### config.mk
export PLATFORM = sky130hd
export DESIGN_NAME = mux8to1_tree
export DESIGN_NICKNAME = d
export VERILOG_FILES = /design/src/rtl/mux8to1_tree.sv
export SDC_FILE = /design/constraint.sdc
export NUM_CORES = 1
export LEC_CHECK = 0
export CAP_MARGIN = 20
export CORE_AREA = 2 2 224 226
export DETAILED_ROUTE_END_ITERATION = 8
export DIE_AREA = 0 0 226 228
export GPL_TIMING_DRIVEN = 1
export PLACE_DENSITY_LB_ADDON = 0.15
export SLEW_MARGIN = 20
export SYNTH_ARGS = -nofsm -noshare
export SYNTH_HDL_FRONTEND = slang
export SYNTH_SLANG_ARGS = --single-unit
### constraint.sdc
create_clock -name vclk -period 3.7
set_input_delay 0.74 -clock vclk [all_inputs]
set_output_delay 0.74 -clock vclk [all_outputs]
set_load 0.1 [all_outputs]
### src/rtl/mux8to1_tree.sv
// 8-to-1 WIDTH-bit mux built as a 3-level tree of 2-to-1 stages.
// Define MUX8_OUT_REG_EN to register out (1-cycle latency).
module mux8to1_tree #(
  parameter int WIDTH = 64
) (
  input  logic             clk,
  input  logic             rst,
  input  logic [2:0]       select,
  input  logic [WIDTH-1:0] input1,
  input  logic [WIDTH-1:0] input2,
  input  logic [WIDTH-1:0] input3,
  input  logic [WIDTH-1:0] input4,
  input  logic [WIDTH-1:0] input5,
  input  logic [WIDTH-1:0] input6,
  input  logic [WIDTH-1:0] input7,
  input  logic [WIDTH-1:0] input8,
  output logic [WIDTH-1:0] out
);

  function automatic logic [WIDTH-1:0] mux2(
    input logic             s,
    input logic [WIDTH-1:0] a,
    input logic [WIDTH-1:0] b
  );
    return s ? b : a;
  endfunction

  logic [WIDTH-1:0] l0_0;
  logic [WIDTH-1:0] l0_1;
  logic [WIDTH-1:0] l0_2;
  logic [WIDTH-1:0] l0_3;
  logic [WIDTH-1:0] l1_0;
  logic [WIDTH-1:0] l1_1;
  logic [WIDTH-1:0] l2;

  assign l0_0 = mux2(select[0], input1, input2);
  assign l0_1 = mux2(select[0], input3, input4);
  assign l0_2 = mux2(select[0], input5, input6);
  assign l0_3 = mux2(select[0], input7, input8);

  assign l1_0 = mux2(select[1], l0_0, l0_1);
  assign l1_1 = mux2(select[1], l0_2, l0_3);

  assign l2   = mux2(select[2], l1_0, l1_1);

`ifdef MUX8_OUT_REG_EN
  logic [WIDTH-1:0] out_q;

  always_ff @(posedge clk or posedge rst) begin
    if (rst) begin
      out_q <= '0;
    end else begin
      out_q <= l2;
    end
  end

  assign out = out_q;
`else
  // Clock only matters for the registered build.
  logic unused_clk;
  assign unused_clk = clk;

  assign out = rst ? '0 : l2;
`endif

endmodule

==> results.cfg, run 1 <==
[sta]
rsz0062_at_grt = no
fmax_mhz = 314
tns_ns = 0
hold_violations = 0
max_slew_margin_pct = 70.4
min_period_over_period_pct = 86.0
tightest_slew_ns = 0.444
setup_violations = 0
final.min_clock_period_ns = 3.18
timing.hold.ws_ns = 2.17
slew_violations = 0
fin_ws_ns = 0.517

[clocking]
cts-resized-gates = 0
postCtsSetupRepairBufs = 0
cts_hold_buf = 0

[global_routing]
antenna_found_initial = 2
first_global_vias = 6172
grt_pass1_wl_microns = 42800
grt_overflow_total = 0
grt_usage_pct = 11.2
grt_max_degree = 65

[run_status]
outcome = finished clean

[routing]
postRouteWirelength_microns = 30400
drt_iter0_drc = 139
route.detailed.drc = 0
antenna_left = 0
dr_total_vias = 5350
avgRoutedWirePerCell_microns = 19.9
firstDrtPassIters = 4
via_per_inst = 3.49

[floorplanning]
dieHeight_microns = 228
start_util_pct = 8.18
pin_count = 581
rows = 82
dieArea_sq_um = 51500
fp.dieW_microns = 226
core_sq_um = 49300

[cells_and_area]
final_util_pct = 23.0
seq_cell_count = 0
regArea_sq_um = 0
finish.instance_area_sq_um = 11300
fin_nets = 1376
final.clkbuf_count = 0
drive_gt1_share_pct = 25.3
area_growth_pct = 181
final_cells = 1531

[logic_synthesis]
synthTopCellsByArea = mux4_2, mux2i_1, nor2_1
synthesis.area_sq_um = 4040
yosys_warnings = 0
post_synth.cell_area_avg_sq_um = 13.5
synth_common_cells = mux4_2, mux2i_1, nor2_1
netlist.top_cell.by_area = mux4_2
synth_nets = 815
yosysMostFrequentCell = mux4_2
synthCells = 298
synth_top_area_share_pct = 71.4
ys_types = 8
ys_seq_area_share_pct = 0

[pwr]
p_per_area_nw_per_um2 = 163
peakVddDrop_v = 0.0000692
power_leakage_nw = 4.06
total_power_mw = 1.86

[worst_setup_path]
startpoint_type = input port
crit_arrival_ns = 2.44
required_ns = 2.96
crit_fanout = 26
critPathKind = in -> out
timing.critical_path.from = select[1]
end_kind = primary output
setup.worst_path.end = out[35]

[worst_hold_path]
hold_depth = 4
min-delay-path-class = in -> out

[placement]
place_congestion = 0.814
place_area_sq_um = 11300
dp_cells = 1529
portBuffers = 580
pre_cts_slack_ns = 0.460
hpwlAfterDp_microns = 26400

[run]
max-cap-violations = 0
==> worst min path at each step <==
stage | start | to
6_report | select[0] | out[2]
5_1_grt | select[0] | out[10]
4_1_cts | select[0] | out[2]
3_5_place_dp | select[0] | out[2]
3_3_place_gp | select[0] | out[1]
2_1_floorplan | rst | out[0]
==> per-layer routing <==
metal | routed length, microns | track usage, % | share of wire, %
met5 | 0 | 0 | 0
met4 | 665 | 2.07 | 2.2
met3 | 2600 | 2.69 | 8.6
met2 | 16400 | 21.9 | 54
met1 | 10700 | 12.2 | 35
==> layout make-up <==
cell class | count | area [sq um]
Fill cell | 5247 | 38000
Tap cell | 672 | 841
Antenna cell | 2 | 5.00
Timing Repair Buffer | 601 | 6740
Multi-Input combinational cell | 256 | 3760
==> power by group <==
part | switching, mW | internal (mW)
clock | 0 | 0.0000000725
sequential | 0 | 0
combinational | 0.846 | 1.01
==> cell usage in the layout (no fill, tap or decap) <==
master	netlist	layout
buf_12	0	75
clkbuf_8	0	1
buf_4	4	11
diode_2	0	2
buf_2	15	1
buf_6	11	1
mux4_2	128	128
clkdlybuf4s50_1	0	512
mux2i_1	64	64
nor2_1	64	64
==> worst max-delay path, stage by stage <==
cell	delay, ns
clkbuf_8	0.21
buf_12	0.25
buf_12	0.21
mux4_2	0.51
mux2i_1	0.18
nor2_1	0.10
buf_12	0.19
==> cell families (layout without fill, tap and decap cells) <==
kind of cell	count (synthesis)	count (layout)	share of synthesized area, %
AND/OR/NAND/NOR	64	64	5.95
multiplexers	192	192	87.3
buffers and inverters	42	601	6.79
other	0	2	0
(Power assumes the default switching activity.)
==> run 2, diff against run 1 <==
--- a/config.mk
+++ b/config.mk
@@ -10,7 +10,7 @@
 export DETAILED_ROUTE_END_ITERATION = 8
 export DIE_AREA = 0 0 226 228
 export GPL_TIMING_DRIVEN = 1
-export PLACE_DENSITY_LB_ADDON = 0.15
+export PLACE_DENSITY = 0.44
 export SLEW_MARGIN = 20
 export SYNTH_ARGS = -nofsm -noshare
 export SYNTH_HDL_FRONTEND = slang
==> run 2 against run 1 <==
Sequential cell count unchanged. Setup slack got worse by 0.058 ns. First-iteration DRC count decreased by 0.72%. Via count increased by 2.2%. Maximum frequency decreased by 1.8%. Highest routed layer is now met5. Critical path type unchanged. Clock-buffer cell count unchanged. Combinational power about the same. Design area about the same. Routed wire length increased by 3.5%.
==> results.cfg, run 2 (same netlist as run 1, synthesis figures left out) <==
[cells_and_area]
regArea_sq_um = 0
final_cells = 1539
drive_gt1_share_pct = 25.9
final_util_pct = 23.0
fin_nets = 1383
finish.instance_area_sq_um = 11400
area_growth_pct = 181
seq_cell_count = 0
layout_commonest_cell = clkdlybuf4s50_1
final.clkbuf_count = 0
final_cell_mix = clkdlybuf4s50_1, mux4_2, buf_12, mux2i_1, nor2_1

[global_routing]
grt_overflow_total = 0
first_global_vias = 6212
grt_usage_pct = 11.6
grt_pass1_wl_microns = 43400
antenna_found_initial = 8
grt_max_degree = 34

[floorplanning]
core_sq_um = 49300
fp.dieW_microns = 226
pin_count = 581
dieArea_sq_um = 51500
rows = 82
dieHeight_microns = 228
start_util_pct = 8.18

[worst_setup_path]
crit_fanout = 22
path_buf_inv = 3
crit_chain = clkbuf_8 -> buf_12 -> mux4_2 -> mux2i_1 -> nor2_1 -> buf_12
end_kind = primary output
cpPeakStageDelay_ns = 0.52
crit_arrival_ns = 2.50
required_ns = 2.96
cp_common_cell = buf_12
critical-path-top-delay-family = multiplexers
startpoint_type = input port
critPathKind = in -> out
timing.critical_path.from = select[1]
cp_slowest_cell = mux4_2

[sta]
slew_violations = 0
min_period_over_period_pct = 87.6
setup_violations = 0
tns_ns = 0
fmax_mhz = 308
timing.hold.ws_ns = 2.10
tightest_slew_ns = 0.731
hold_violations = 0
final.min_clock_period_ns = 3.24
max_slew_margin_pct = 51.3
rsz0062_at_grt = no

[worst_hold_path]
hold_depth = 4
hold_end = out[13]
worstHoldStart = select[0]
min-delay-path-class = in -> out

[routing]
drt_iter0_drc = 138
antenna_left = 0
avgRoutedWirePerCell_microns = 20.5
firstDrtPassIters = 4
route.detailed.drc = 0
via_per_inst = 3.55
dr_total_vias = 5466
postRouteWirelength_microns = 31500

[run_status]
outcome = finished clean

[pwr]
p_per_area_nw_per_um2 = 165
peakVddDrop_v = 0.000104
power_leakage_nw = 4.07

[placement]
portBuffers = 580
dp_cells = 1536
place_congestion = 0.915
place_area_sq_um = 11300
hpwlAfterDp_microns = 27800

[clocking]
cts-resized-gates = 0
cts_hold_buf = 0
postCtsSetupRepairBufs = 0

[run]
max-cap-violations = 0
run 2: changes by cell type in the layout (fill, tap and decap cells not counted), sizes merged:
| cell | delta |
|---|---|
| diode | +1 |
| buf | +7 |
run 2: layout make-up:
| type | instances | area [sq um] |
|---|---|---|
| fillers | 5312 | 38000 |
| repair buffers | 608 | 6740 |
| multi-input cells | 256 | 3760 |
| well taps | 672 | 841 |
| diodes | 3 | 7.51 |
run 2: worst min-delay path, stage by stage:
cell	delay [ns]
buf_4	0.19
mux2i_1	0.16
nor2_1	0.08
buf_12	0.17
run 2: report_power, final:
| group | internal, mW | switching [mW] |
|---|---|---|
| combinational | 1.01 | 0.862 |
| clock | 0.000000109 | 0 |
| sequential | 0 | 0 |
| total | 1.01 | 0.862 |
run 2: worst max-delay path by stage:
stage	to	slack, ns	cells after the start
floorplan	out[2]	0.17	5
global placement	out[4]	0.42	6
detailed placement	out[4]	0.44	6
CTS	out[4]	0.43	6
global route	out[26]	0.36	6
finish	out[33]	0.46	6
run 2: per-layer routing:
metal	track usage, %	routed length (microns)
met5	0	51
met3	3.08	2930
met2	22.3	16700
met4	1.18	291
met1	12.9	11500
run 2: per-stage QoR:
stage | power (mW) | setup WS, ns
after detailed placement | 1.89 | 0.444
after CTS | 1.90 | 0.435
after global routing | 1.95 | 0.361
final | 1.87 | 0.458
after global placement | 1.89 | 0.423
after floorplan | 0.906 | 0.172
